## config.mk

```make
export PLATFORM = sky130hd
export DESIGN_NAME = video_pipe_delay
export DESIGN_NICKNAME = d
export VERILOG_FILES = /design/src/rtl/video_pipe_delay.sv
export SDC_FILE = /design/constraint.sdc
export NUM_CORES = 1
export LEC_CHECK = 0
export BUFFER_PORTS_ARGS = -buffer_cell sky130_fd_sc_hd__buf_2
export CORE_UTILIZATION = 57
export DETAILED_ROUTE_END_ITERATION = 7
export PLACE_DENSITY = 0.8
export SYNTH_ARGS = -nofsm -noshare
export SYNTH_HDL_FRONTEND = slang
export SYNTH_SLANG_ARGS = --single-unit
```

## constraint.sdc

```tcl
create_clock -name PixelClk -period 3.7 [get_ports PixelClk]
set_input_delay 0.555 -clock PixelClk [delete_from_list [all_inputs] [get_ports PixelClk]]
set_output_delay 0.555 -clock PixelClk [all_outputs]
set_load 0.01 [all_outputs]
```

## src/rtl/video_pipe_delay.sv

```systemverilog
// Fixed-latency video pipe with input-side frame measurement, lock detection and blanking.
// Defining VIDEO_PIPE_PATTERN_EN adds pattern_en and an output-side colour-bar generator.

module video_pipe_delay #(
    parameter int DATA_W         = 24,
    parameter int DELAY          = 2,
    parameter bit BLANK_UNLOCKED = 1'b1,
    parameter int TMO_W          = 22
) (
    input  logic              PixelClk,
    input  logic              pRst,
    input  logic [DATA_W-1:0] vid_pData,
    input  logic              vid_pVDE,
    input  logic              vid_pHSync,
    input  logic              vid_pVSync,
`ifdef VIDEO_PIPE_PATTERN_EN
    input  logic              pattern_en,
`endif
    output logic [DATA_W-1:0] out_pData,
    output logic              out_pVDE,
    output logic              out_pHSync,
    output logic              out_pVSync,
    output logic [11:0]       active_width,
    output logic [11:0]       active_height,
    output logic              frame_locked,
    output logic [15:0]       frame_cnt
);

    localparam logic [TMO_W-1:0] TMO_MAX = '1;

    typedef struct packed {
        logic [DATA_W-1:0] data;
        logic              vde;
        logic              hs;
        logic              vs;
    } pix_t;

    function automatic logic [11:0] sat_inc12(input logic [11:0] v);
        return (v == 12'hFFF) ? v : v + 12'd1;
    endfunction

    pix_t pipe_q [DELAY];
    pix_t pipe_d [DELAY];

    logic             vde_prev_q, vde_prev_d;
    logic             vs_prev_q, vs_prev_d;
    logic [11:0]      pix_cnt_q, pix_cnt_d;
    logic [11:0]      line_cnt_q, line_cnt_d;
    logic [11:0]      line_len_q, line_len_d;
    logic [11:0]      act_w_q, act_w_d;
    logic [11:0]      act_h_q, act_h_d;
    logic             armed_q, armed_d;
    logic             locked_q, locked_d;
    logic [15:0]      frame_cnt_q, frame_cnt_d;
    logic [TMO_W-1:0] tmo_q, tmo_d;
    logic             vde_fall, vs_rise;
    logic [11:0]      lines_now, len_now;

    always_comb begin
        pipe_d[0] = '{data: vid_pData, vde: vid_pVDE, hs: vid_pHSync, vs: vid_pVSync};
        for (int i = 1; i < DELAY; i++) begin
            pipe_d[i] = pipe_q[i-1];
        end
    end

    always_comb begin
        vde_fall    = vde_prev_q & ~vid_pVDE;
        vs_rise     = vid_pVSync & ~vs_prev_q;
        vde_prev_d  = vid_pVDE;
        vs_prev_d   = vid_pVSync;
        pix_cnt_d   = pix_cnt_q;
        line_cnt_d  = line_cnt_q;
        line_len_d  = line_len_q;
        act_w_d     = act_w_q;
        act_h_d     = act_h_q;
        armed_d     = armed_q;
        locked_d    = locked_q;
        frame_cnt_d = frame_cnt_q;
        tmo_d       = (tmo_q == TMO_MAX) ? tmo_q : tmo_q + 1'b1;

        // The line is closed before the frame, so a coincident VSync edge sees the final line.
        if (vde_fall) begin
            line_len_d = pix_cnt_q;
            pix_cnt_d  = '0;
            line_cnt_d = sat_inc12(line_cnt_q);
        end else if (vid_pVDE) begin
            pix_cnt_d = sat_inc12(pix_cnt_q);
        end
        lines_now = line_cnt_d;
        len_now   = line_len_d;

        if (vs_rise) begin
            frame_cnt_d = frame_cnt_q + 16'd1;
            tmo_d       = '0;
            line_cnt_d  = '0;
            if (!armed_q) begin
                armed_d = 1'b1;
            end else if (lines_now != 12'd0) begin
                act_h_d  = lines_now;
                act_w_d  = len_now;
                locked_d = (lines_now == act_h_q) && (len_now == act_w_q) && (len_now != 12'd0);
            end
        end

        // Losing VSync for the full timeout window drops lock and forces a fresh arming frame.
        if (tmo_d == TMO_MAX) begin
            locked_d = 1'b0;
            armed_d  = 1'b0;
        end
    end

    always_ff @(posedge PixelClk) begin
        if (pRst) begin
            for (int i = 0; i < DELAY; i++) begin
                pipe_q[i] <= '0;
            end
            vde_prev_q  <= 1'b0;
            vs_prev_q   <= 1'b0;
            pix_cnt_q   <= '0;
            line_cnt_q  <= '0;
            line_len_q  <= '0;
            act_w_q     <= '0;
            act_h_q     <= '0;
            armed_q     <= 1'b0;
            locked_q    <= 1'b0;
            frame_cnt_q <= '0;
            tmo_q       <= '0;
        end else begin
            pipe_q      <= pipe_d;
            vde_prev_q  <= vde_prev_d;
            vs_prev_q   <= vs_prev_d;
            pix_cnt_q   <= pix_cnt_d;
            line_cnt_q  <= line_cnt_d;
            line_len_q  <= line_len_d;
            act_w_q     <= act_w_d;
            act_h_q     <= act_h_d;
            armed_q     <= armed_d;
            locked_q    <= locked_d;
            frame_cnt_q <= frame_cnt_d;
            tmo_q       <= tmo_d;
        end
    end

`ifdef VIDEO_PIPE_PATTERN_EN
    localparam int CW = DATA_W / 3;

    logic [11:0] x_q, x_d;

    // Bar order white..black maps to inverted index bits: R=~b1, G=~b2, B=~b0.
    function automatic logic [DATA_W-1:0] bar_color(input logic [2:0] idx);
        return {{CW{~idx[1]}}, {CW{~idx[2]}}, {CW{~idx[0]}}};
    endfunction

    always_comb begin
        x_d = pipe_q[DELAY-1].vde ? sat_inc12(x_q) : 12'd0;
    end

    always_ff @(posedge PixelClk) begin
        if (pRst) begin
            x_q <= '0;
        end else begin
            x_q <= x_d;
        end
    end
`endif

    always_comb begin
        out_pVDE   = pipe_q[DELAY-1].vde;
        out_pHSync = pipe_q[DELAY-1].hs;
        out_pVSync = pipe_q[DELAY-1].vs;
        out_pData  = pipe_q[DELAY-1].data;
        if (BLANK_UNLOCKED && !locked_q) begin
            out_pData = '0;
        end
`ifdef VIDEO_PIPE_PATTERN_EN
        if (pattern_en && pipe_q[DELAY-1].vde) begin
            out_pData = bar_color(x_q[9:7]);
        end
`endif
    end

    assign active_width  = act_w_q;
    assign active_height = act_h_q;
    assign frame_locked  = locked_q;
    assign frame_cnt     = frame_cnt_q;

endmodule

```

Word level (Yosys, flattened, before mapping). Cells that the tools add are included.

Add/sub/neg operators: 4. Mux-type cells: 6. Bitwise logic cells: 5. Reduce and logical (&&, ||, !) cells: 9. Equal/unequal tests: 6.

Operators with widths (number): $eq A22 B22 Y1 const B (2); $mux W22 (2); $mux W12 (3); $add A12 B1 Y12 const B (2); $eq A12 B12 Y1 (2); $eq A12 B12 Y1 const B (2); $mux W24 (1); $reduce_bool A12 Y1 (2); $add A22 B1 Y22 const B (1); $add A16 B1 Y16 const B (1); $reduce_or A2 Y1 (3); $not A1 Y1 (3); $reduce_and A3 Y1 (1); $and A1 B1 Y1 (2); $logic_and A1 B1 Y1 (2); $reduce_and A2 Y1 (1).

Input port bits: 29. Bits in registers: 154. Output and inout bits: 68.

Longest topological paths before layout. Gate-level depths: netlist (run 1).

Depth after elaboration: 6. Mapped depth: 11. Gate-level depth less buffers: 9.

Worst setup path before layout (run 1). OpenSTA, ideal clock, no wires.

Kind: reg2reg. Start point: register line_cnt_q[0]. End point: register act_h_q[2], in the netlist active_height[2]. Required time: 3.572 ns. Setup slack: 0.932 ns. Setup time: 0.128 ns. Data arrival time: 2.640 ns. Cell stages (with the launch flop): 11. Path through: dfxtp_1 ha_1 nand3_2 or4_4 a211oi_2 o2111ai_1 nor4_4 nor2_2 buf_2 mux2i_1 nor2_1.

Longest elaborated chain between the ends: 5. Elaborated cells on any way between the ends: 6. Those cells by class: add/sub: 1; eq/ne: 1; mux: 2; reduce/logical: 2.

Ends and longest elaborated chain: from (decl) (RTL line 48) `logic [11:0] line_cnt_q, line_cnt_d;`; from (signal assigned) (RTL line 133) `line_cnt_q <= line_cnt_d;`; $add A12 B1 Y12 or $eq A12 B12 Y1 (tied branches) (RTL line 39) `return (v == 12'hFFF) ? v : v + 12'd1;`; $mux W12 (RTL line 39); $mux W12 * (RTL line 82) `if (vde_fall) begin`; $reduce_bool A12 Y1 (RTL line 98) `end else if (lines_now != 12'd0) begin`; $reduce_and A3 Y1 (no line); to (signal assigned) (RTL line 136) `act_h_q <= act_h_d;`; to (decl) (RTL line 51) `logic [11:0] act_h_q, act_h_d;`.

Mark *: on every way between the ends. The rest lies on a longest branch, timed or not. A chain may end at the register's enable or synchronous reset.

Worst setup path after layout (run 1).
Start point: register line_cnt_q[0]. End point: register act_w_q[9], in the netlist active_width[9].

Longest elaborated chain between the ends: 5. Elaborated cells on any way between the ends: 6. Those cells by class: add/sub: 1; eq/ne: 1; mux: 2; reduce/logical: 2.

Ends and longest elaborated chain: $add A12 B1 Y12 or $eq A12 B12 Y1 (tied branches) (RTL line 39); $mux W12 (RTL line 39); $mux W12 * (RTL line 82); $reduce_bool A12 Y1 * (RTL line 98); $reduce_and A3 Y1 (no line) *; to (signal assigned) (RTL line 135) `act_w_q <= act_w_d;`; to (decl) (RTL line 50) `logic [11:0] act_w_q, act_w_d;`.

Marked as above.

==> qor.yml, run 1 <==
clock_network:
  numCtsBuffers: 17
  ctsResizeCount: 0
  cts-root-buf: "clkbuf_16"
  htreeDepth: 4
  cts_tree: "built"
  clkSlewWorstSetupHoldPaths_ns: 0.06
  cts_setup_buffers: 0
  clockBufferDepth: 2
  postCtsHoldBufs: 0
  insertion_delay_ns: 0.43
  clock_sinks: 154
worst_setup_path:
  r2r-end: "active_width[9]"
  path_buf_inv: 1
  worstPathMaxFanout: 33
  reg2reg_slack_ns: 0.53
  criticalPathCategory: "flip-flop to flip-flop"
  r2r_cells: 10
  cp-end-kind: "flip-flop"
  required_ns: 4.03
  rr_startpoint: "line_cnt_q[0]"
  worst_path_dominant_cell_family: "simple AND/OR/NAND/NOR gates"
  cp_num_cells: 10
  cp_cell_sequence: "ha_1, nand3_2, nor4_1, o21ai_0, o2111ai_1, nor4_4, nor2_2, buf_4, nor2_1, a311oi_1"
  startpoint_type: "flip-flop"
  cp.arrival_ns: 3.50
  slowest_delay_ns: 0.54
  crit_slowest_cell: "nor4_1"
placed_design:
  gp_congestion: 0.922
  port_buffers: 96
  dp_hpwl_um: 10700
  pre_cts_slack_ns: 0.531
  dpl-instance-area_mm2: 0.00721
sta:
  setup_viol: 0
  setup_ws_ns: 0.526
  period_share_pct: 85.8
  fin_tns_setup_ns: 0
  finalMaxSlewViolations: 0
  worst_clock_skew_ns: 0.00957
  grt_setup_unrepaired: "false"
  period_needed_ns: 3.17
  max_freq_mhz: 315
  worst_pin_slew_ns: 0.823
  slew_headroom_pct: 44.6
  hold_viol: 0
synthesis:
  synth_edf_count: 0
  synth_seq_cells: 154
  synth_seq_area_share_pct: 46.2
  synthTopCellsByArea: "dfxtp_1, nor2b_1, nor2_1"
  async_flop_share_pct: 0
  ys_types: 64
  synth_top_area_share_pct: 46.2
  yosysWarnings: 0
  syn_avg_cell_area_um2: 8.81
  synthesis.nets: 790
  synth_cells: 757
  ys.flop_type: "dfxtp_1"
  synth_area_mm2: 0.00667
  yosysTopAreaCell: "dfxtp_1"
flow_run:
  cap_violations: 0
detailed_routing:
  routed_wl_um: 15400
  drtIter0Drc: 433
  num_vias: 5646
  drtPass1Iterations: 7
  drc: 0
  wl_per_cell_um: 15.5
  via_per_inst: 5.67
  drtAntennaViolNets: 0
worst_hold_path:
  hold_end: "pipe_d[3]"
  min_delay_path_depth: 2
  min_from: "vid_pData[0]"
  hold_path_class: "input pin to flip-flop"
global_route:
  grt_max_degree: 71
  grt_pass1_wl_um: 24300
  grt_pass1_vias: 5054
  overflow: 0
  antenna_found_initial: 0
  grt_usage_pct: 26.2
power_and_ir_drop:
  power.total_mw: 3.59
  ir_drop_mv: 0.455
  leakagePower_nw: 3.06
  power_density_mw_per_mm2: 459
floorplanning:
  die_h_um: 110
  die-area_mm2: 0.0121
  io_pins: 97
  rows: 39
  floorplan.initialDensity_pct: 58.4
  core_area_mm2: 0.0114
  chipWidth_um: 110
cells_and_area:
  num-nets-final: 872
  stdcell_area_mm2: 0.00780
  multi_input_area_mm2: 0.00335
  layout-drive-gt1-share_pct: 17.0
  num_antenna_cells: 0
  regArea_mm2: 0.00308
  fillerInstances: 896
  layout-area-overhead-vs-synth_pct: 17.0
  fin_util_pct: 68.3
status:
  outcome: "finished, final reports clean"
## routing by layer
layer	GRT usage, %	vias up	part of all wire [%]
li1	-	2794	-
met1	33.3	2681	44
met2	42.4	151	49
met3	7.23	20	5.5
met4	10.1	0	1.3
met5	0	-	0
## worst max-delay path by stage
stage | from | endpoint
after floorplan | line_cnt_q[0] | active_height[2]
after global placement | vid_pVDE | frame_locked
after detailed placement | vid_pVDE | frame_locked
after CTS | line_cnt_q[0] | frame_locked
after global routing | line_cnt_q[0] | active_height[8]
final | line_cnt_q[0] | active_width[9]
## cells by family (layout without fill, tap and decap cells)
| kind of cell | Yosys count | after routing | synth area share [%] |
|---|---|---|---|
| buffers and inverters | 56 | 151 | 3.49 |
| adders and majority gates | 4 | 4 | 0.751 |
| and+or+nand+nor | 369 | 369 | 29.3 |
| DFF | 154 | 154 | 46.2 |
| xor gates and xnor gates | 59 | 59 | 7.96 |
| AOI/OAI and AO/OA | 105 | 105 | 10.7 |
| muxes | 10 | 10 | 1.52 |
## cell type report
type / count / share of cell area [%]
multi-input combinational: 547 / 43.0
sequential: 154 / 39.5
timing repair buffer: 102 / 6.77
clock buffer: 22 / 6.33
tap: 143 / 2.29
clock inverter: 10 / 1.33
inverter: 17 / 0.818
## metrics by stage
| stage | std cells | hold slack, ns |
|---|---|---|
| CTS | 995 | 0.321 |
| finish | 995 | 0.334 |
| floorplan | 757 | 0.414 |
| global placement | 963 | 0.417 |
| global route | 995 | 0.320 |
| detailed placement | 963 | 0.425 |
## synth_stat cells, drive strengths merged (14+ instances only)
master  count
nor2      100
nand4      18
and2       29
dfxtp     154
inv        17
nand2      49
nor4       20
xnor2      33
nor2b      61
clkbuf     30
nand3      29
and3       14
o21ai      19
a21oi      29
nor3       16
xor2       25
## power by group
| group | internal (mW) | leakage, nW | switching (mW) |
|---|---|---|---|
| clock network | 1.03 | 0.288 | 0.700 |
| registers | 1.70 | 1.25 | 0.0201 |
| logic | 0.0617 | 1.52 | 0.0814 |
## placed cells by master (no fill, tap or decap), drive strengths merged, types with 2 or more instances in the layout
cell,instances
o2111ai,4
o221ai,4
nor2,100
buf,102
clkinvlp,3
nand3,29
o22ai,2
nor2b,61
nor4,20
nand4,18
o31a,2
a2111oi,3
dfxtp,154
and2,29
o31ai,2
o41ai,3
xnor2,33
nor3,16
inv,22
and3,14
nand2,49
a31oi,3
or2,3
a211o,2
nand3b,3
a21oi,29
nor4b,2
a311oi,9
ha,4
a211oi,11
o21ai,19
or3,6
nand2b,8
clkbuf,22
xor2,25
mux2i,9
and4,6
## state kept, by name, indices dropped and copies added, names as in the netlist
signal         cells
frame_locked       1
frame_cnt         16
active_width      12
tmo_q             22
out_pVSync         1
vde_prev_q         1
active_height     12
line_cnt_q        12
line_len_q        12
out_pVDE           1
armed_q            1
vs_prev_q          1
pix_cnt_q         12
out_pHSync         1
pipe_d            25
pipe_q            24
Note: power is estimated with default switching activity, not from simulation.
==> run 2, diff against run 1 <==
Settings changed: CORE_ASPECT_RATIO set to 1.2.
==> run 2 against run 1 <==
Net effect:
- cell area up 0.40%
- sequential cell count unchanged
- critical path depth unchanged
- worst setup slack better by 0.010 ns
==> qor.yml, run 2 (synthesis results as in run 1) <==
status:
  outcome: "finished, final reports clean"
floorplanning:
  core_area_mm2: 0.0112  # -2.0%
  floorplan.initialDensity_pct: 59.6  # +1.2 points
  rows: 42  # +7.7%
  chipWidth_um: 101  # -8.6%
  io_pins: 97  # unchanged
  die_h_um: 120  # +9.4%
  die-area_mm2: 0.0121  # about the same
detailed_routing:
  drtPass1Iterations: 5  # -2
  wl_per_cell_um: 15.1  # -2.0%
  drtAntennaViolNets: 0  # unchanged
  drc: 0  # unchanged
  via_per_inst: 5.72  # +0.83%
  routed_wl_um: 15300  # -0.74%
  num_vias: 5767  # +2.1%
  drtIter0Drc: 325  # -25%
clock_network:
  cts_tree: "built"
  cts_setup_buffers: 0  # unchanged
  clockBufferDepth: 2  # unchanged
  clkSlewWorstSetupHoldPaths_ns: 0.07  # about the same
  htreeDepth: 4  # unchanged
  ctsResizeCount: 0  # unchanged
  postCtsHoldBufs: 0  # unchanged
  insertion_delay_ns: 0.43  # about the same
  cts-root-buf: "clkbuf_16"
  numCtsBuffers: 17  # unchanged
  clock_sinks: 154  # unchanged
global_route:
  grt_pass1_wl_um: 25400  # +4.6%
  grt_usage_pct: 26.5  # +0.29 points
  antenna_found_initial: 0  # unchanged
  overflow: 0  # unchanged
  grt_max_degree: 47  # -34%
  grt_pass1_vias: 5520  # +9.2%
sta:
  period_needed_ns: 3.16  # -0.0101 ns
  setup_viol: 0  # unchanged
  period_share_pct: 85.5  # -0.27 points
  worst_pin_slew_ns: 0.914  # +0.0902 ns
  hold_ws_ns: 0.336  # +0.00163 ns
  slew_headroom_pct: 38.6  # -6.1 points
  worst_clock_skew_ns: 0.0101  # +0.000548 ns
  hold_viol: 0  # unchanged
  max_freq_mhz: 316  # +0.32%
  finalMaxSlewViolations: 0  # unchanged
  fin_tns_setup_ns: 0  # unchanged
  grt_setup_unrepaired: "false"
cells_and_area:
  layout-area-overhead-vs-synth_pct: 17.5
  fin_util_pct: 70.0  # +1.7 points
  num-nets-final: 874  # +0.23%
  final_common_cell: "dfxtp_1"
  layout-drive-gt1-share_pct: 17.2  # +0.19 points
  mostFrequentLayoutCells: "dfxtp_1, nor2_1, buf_2, nor2b_1, nand2_1"
  num_antenna_cells: 0  # unchanged
  largest_register_ffs: 25  # unchanged
worst_setup_path:
  criticalPathCategory: "flip-flop to flip-flop"
  worst_path_dominant_cell_family: "simple AND/OR/NAND/NOR gates"
  slowest_delay_ns: 0.63  # +0.09 ns
  crit_slowest_cell: "or4_4"
  cp-end-kind: "flip-flop"
  path_buf_inv: 1  # unchanged
  cp.arrival_ns: 3.52  # +0.02 ns
  startpoint_type: "flip-flop"
  required_ns: 4.06  # +0.03 ns
  worstPathMaxFanout: 13  # -61%
  cp_cell_sequence: "ha_1, nand3_2, or4_4, a211oi_2, o2111ai_1, nor4_4, buf_4, or2_1, nand2_1, a21boi_1"
power_and_ir_drop:
  power_density_mw_per_mm2: 455  # -0.93%
  ir_drop_mv: 0.324  # -29%
  leakagePower_nw: 3.08  # +0.50%
flow_run:
  cap_violations: 0  # unchanged
placed_design:
  gp_congestion: 0.929  # +0.84%
  port_buffers: 96  # unchanged
  dp_hpwl_um: 10800  # +0.62%
worst_hold_path:
  hold_path_class: "input pin to flip-flop"
## run 2: cell types whose count changed in the layout (fill, tap and decap cells not counted)
cell / change
buf_4: +2
bufinv_16: -1
inv_8: +3
clkinvlp_4: -3
clkbuf_8: -5
clkinv_8: +5
clkinv_4: +1
## run 2: worst reg2reg max path: stages, from the launching register on
cell and delay (ns):
dfxtp_1 0.47, ha_1 0.29, nand3_2 0.26, or4_4 0.63
a211oi_2 0.24, o2111ai_1 0.17, nor4_4 0.33, buf_4 0.20
or2_1 0.27, nand2_1 0.09, a21boi_1 0.14
## run 2: final cells by class
cell class,instances,area (um^2)
Clock inverter,15,175
Multi-Input combinational cell,547,3350
Sequential cell,154,3080
Timing Repair Buffer,104,543
Tap cell,154,193
Inverter,17,63.8
Fill cell,902,3360
Clock buffer,17,425
## run 2: power by group
group / internal, mW / switching [mW] / total [mW] / leakage [nW]
combinational: 0.0625 / 0.0832 / 0.146 / 1.53
sequential: 1.69 / 0.0197 / 1.71 / 1.25
clock: 0.912 / 0.795 / 1.71 / 0.294
total: 2.67 / 0.897 / 3.57 / 3.08
## run 2: final timing paths
kind	startpoint	end	slack (ns)	cells after the start
hold reg to reg	pipe_d[5]	pipe_q[5]	0.44	1
hold / removal	vid_pData[0]	pipe_d[3]	0.34	2
setup reg to reg	line_cnt_q[0]	frame_locked	0.54	10
setup / recovery	line_cnt_q[0]	frame_locked	0.54	10
## run 2: routing by layer
layer | global-route usage (%) | part of all wire (%)
met5 | 0 | 0
met4 | 11.6 | 2.8
met3 | 5.95 | 6.4
met2 | 44.0 | 49
met1 | 32.8 | 42
## run 2: stage by stage
step	instances	worst slack [ns]	cell area [um^2]	total power [mW]
floorplan	757	0.932	6670	1.85
global placement	976	0.622	7230	1.89
detailed placement	976	0.452	7230	1.90
CTS	1008	0.561	7840	3.59
global route	1008	0.292	7840	3.69
finish	1008	0.537	7840	3.57
==> run 3, diff against run 2 <==
Settings changed: ABC_AREA set to 1, CORE_UTILIZATION 57 to 58.
==> run 3 against run 2 <==
Net effect:
- cell area increased by 6.9%
- combinational power rose by 97%
- via count grew 17%
- critical endpoint unchanged
- largest cell class unchanged
==> qor.yml, run 3 <==
clock_network:
  cts_setup_buffers: 0  # unchanged
  clockBufferDepth: 2  # unchanged
  numCtsBuffers: 17  # unchanged
  clock_sinks: 154  # unchanged
  cts_tree: "built"
  ctsResizeCount: 0  # unchanged
  clkSlewWorstSetupHoldPaths_ns: 0.07  # about the same
  cts-root-buf: "clkbuf_16"
  postCtsHoldBufs: 0  # unchanged
  htreeDepth: 4  # unchanged
  insertion_delay_ns: 0.42  # about the same
placed_design:
  dp_cells: 1321  # +35%
  dpl-instance-area_mm2: 0.00778  # +7.6%
  port_buffers: 96  # unchanged
  dp_hpwl_um: 11600  # +8.0%
  gp_congestion: 0.883  # -5.0%
synthesis:
  synthTopCellsByArea: "dfxtp_1, nand2_1, nor2_1"
  yosysWarnings: 0  # unchanged
  synth_seq_area_share_pct: 42.9  # -3.4 points
  synthTopCellsByCount: "nand2_1, nor2_1, inv_1"
  synthesis.nets: 1122  # +42%
  synth_seq_cells: 154  # unchanged
  synth_cells: 1089  # +44%
  ys.flop_type: "dfxtp_1"
  yosysTopAreaCell: "dfxtp_1"
  synth_area_mm2: 0.00719  # +7.9%
  async_flop_share_pct: 0  # unchanged
  ys_types: 33  # -48%
  synth_edf_count: 0  # unchanged
  syn_avg_cell_area_um2: 6.61  # -25%
  synth_top_area_share_pct: 42.9  # -3.4 points
  yosysMostFrequentCell: "nand2_1"
cells_and_area:
  layout-area-overhead-vs-synth_pct: 16.4
  final_common_cell: "nand2_1"
  num-nets-final: 1212  # +39%
  fillerInstances: 1044  # +16%
  mostFrequentLayoutCells: "nand2_1, nor2_1, inv_1, dfxtp_1, buf_2"
  largest_register_ffs: 25  # unchanged
  fin_cells: 1353  # +34%
  stdcell_area_mm2: 0.00838  # +6.9%
  num_antenna_cells: 0  # unchanged
  layout-drive-gt1-share_pct: 12.9  # -4.3 points
global_route:
  overflow: 0  # unchanged
  grt_max_degree: 63  # +34%
  grt_pass1_vias: 5995  # +8.6%
  grt_usage_pct: 25.9  # -0.63 points
  grt_pass1_wl_um: 26600  # +4.7%
  antenna_found_initial: 0  # unchanged
sta:
  setup_viol: 0  # unchanged
  hold_ws_ns: 0.327  # -0.00841 ns
  worst_clock_skew_ns: 0.00894  # -0.00118 ns
  period_share_pct: 76.2  # -9.3 points
  period_needed_ns: 2.82  # -0.345 ns
  max_freq_mhz: 355  # +12%
  slew_headroom_pct: 39.1  # +0.52 points
  worst_pin_slew_ns: 0.912  # -0.00128 ns
  hold_viol: 0  # unchanged
  fin_tns_setup_ns: 0  # unchanged
  finalMaxSlewViolations: 0  # unchanged
  grt_setup_unrepaired: "false"
power_and_ir_drop:
  power_density_mw_per_mm2: 447  # -1.7%
  ir_drop_mv: 0.346  # +6.7%
  leakagePower_nw: 4.12  # +34%
detailed_routing:
  wl_per_cell_um: 12.1  # -20%
  drc: 0  # unchanged
  num_vias: 6732  # +17%
  drtIter0Drc: 327  # +0.62%
  routed_wl_um: 16300  # +6.9%
  drtAntennaViolNets: 0  # unchanged
  drtPass1Iterations: 5  # unchanged
  via_per_inst: 4.98  # -13%
worst_setup_path:
  worstPathMaxFanout: 26  # +13
  cp-end-kind: "flip-flop"
  path_buf_inv: 1  # unchanged
  criticalPathCategory: "flip-flop to flip-flop"
  cpMostUsedCell: "nand2_1"
  required_ns: 4.02  # -0.04 ns
  cp_cell_sequence: "ha_1, nand3_1, inv_1, nand2_1, nor3_4, nand2_1, o21ai_0, nand3_1, nor2_1, nand3_1, nor2_1, nand2_1, nand2_1, nor2_1"
  worst_path_dominant_cell_family: "simple AND/OR/NAND/NOR gates"
  cp.arrival_ns: 3.14  # -0.38 ns
  startpoint_type: "flip-flop"
  slowest_delay_ns: 0.49  # -0.14 ns
  crit_slowest_cell: "nand2_1"
flow_run:
  cap_violations: 0  # unchanged
floorplanning:
  floorplan.initialDensity_pct: 59.4  # -0.17 points
  rows: 44  # +4.8%
  core_area_mm2: 0.0121  # +8.2%
  die_h_um: 124  # +2.9%
  die-area_mm2: 0.0129  # +5.9%
  chipWidth_um: 104  # +2.9%
  io_pins: 97  # unchanged
worst_hold_path:
  hold_path_class: "input pin to flip-flop"
status:
  outcome: "finished, final reports clean"
## run 3: stage by stage
step                power [mW]  utilization, %  setup WS, ns
finish                    3.75            69.2         0.881
global route              3.89            69.2         0.477
detailed placement        2.07            64.3         0.800
floorplan                 1.99               -          1.58
CTS                       3.77            69.2         0.865
global placement          2.07            64.3         0.864
## run 3: power by group
group | internal (mW) | switching (mW) | total (mW)
Clock | 0.911 | 0.797 | 1.71
Combinational | 0.103 | 0.185 | 0.288
Sequential | 1.71 | 0.0367 | 1.75
## run 3: path summary, 6_finish.rpt
check,slack (ns),endpoint,from,depth (start not counted)
setup / recovery,0.88,frame_locked,tmo_q[0],14
hold / removal,0.33,pipe_d[10],vid_pData[7],3
setup reg to reg,0.88,frame_locked,tmo_q[0],14
hold reg to reg,0.40,pipe_q[7],pipe_d[7],2
## run 3: final cells by class
class | instances | area (um^2) | share of cell area, %
multi-input cells | 728 | 3310 | 39.5
flip-flops and latches | 154 | 3080 | 36.8
inverters | 174 | 653 | 7.80
repair buffers | 104 | 541 | 6.45
clock buffers | 17 | 425 | 5.08
well taps | 161 | 201 | 2.41
clock inverters | 15 | 166 | 1.99
## run 3: logic make-up (layout without fill, tap and decap cells)
logic type,Yosys count,count (layout),synth area share [%]
fa+ha+maj,4,4,0.696
compound gates,89,89,6.30
buf+inv,207,310,11.2
xor+xnor,21,21,2.75
flops,154,154,42.9
simple gates,614,614,36.2
## run 3: layer usage
| layer | wire, um | GRT usage, % | up-vias |
|---|---|---|---|
| met5 | 0 | 0 | - |
| li1 | - | - | 3533 |
| met3 | 757 | 6.38 | 45 |
| met1 | 7050 | 28.8 | 2988 |
| met4 | 561 | 12.7 | 0 |
| met2 | 7950 | 46.6 | 166 |
## run 3: worst register-to-register path, delay by kind of cell, from the launching register on
family	cells	cell delay [ns]
simple gates	11	1.62
flops	1	0.44
compound gates	1	0.29
fa+ha+maj	1	0.27
buf+inv	1	0.11
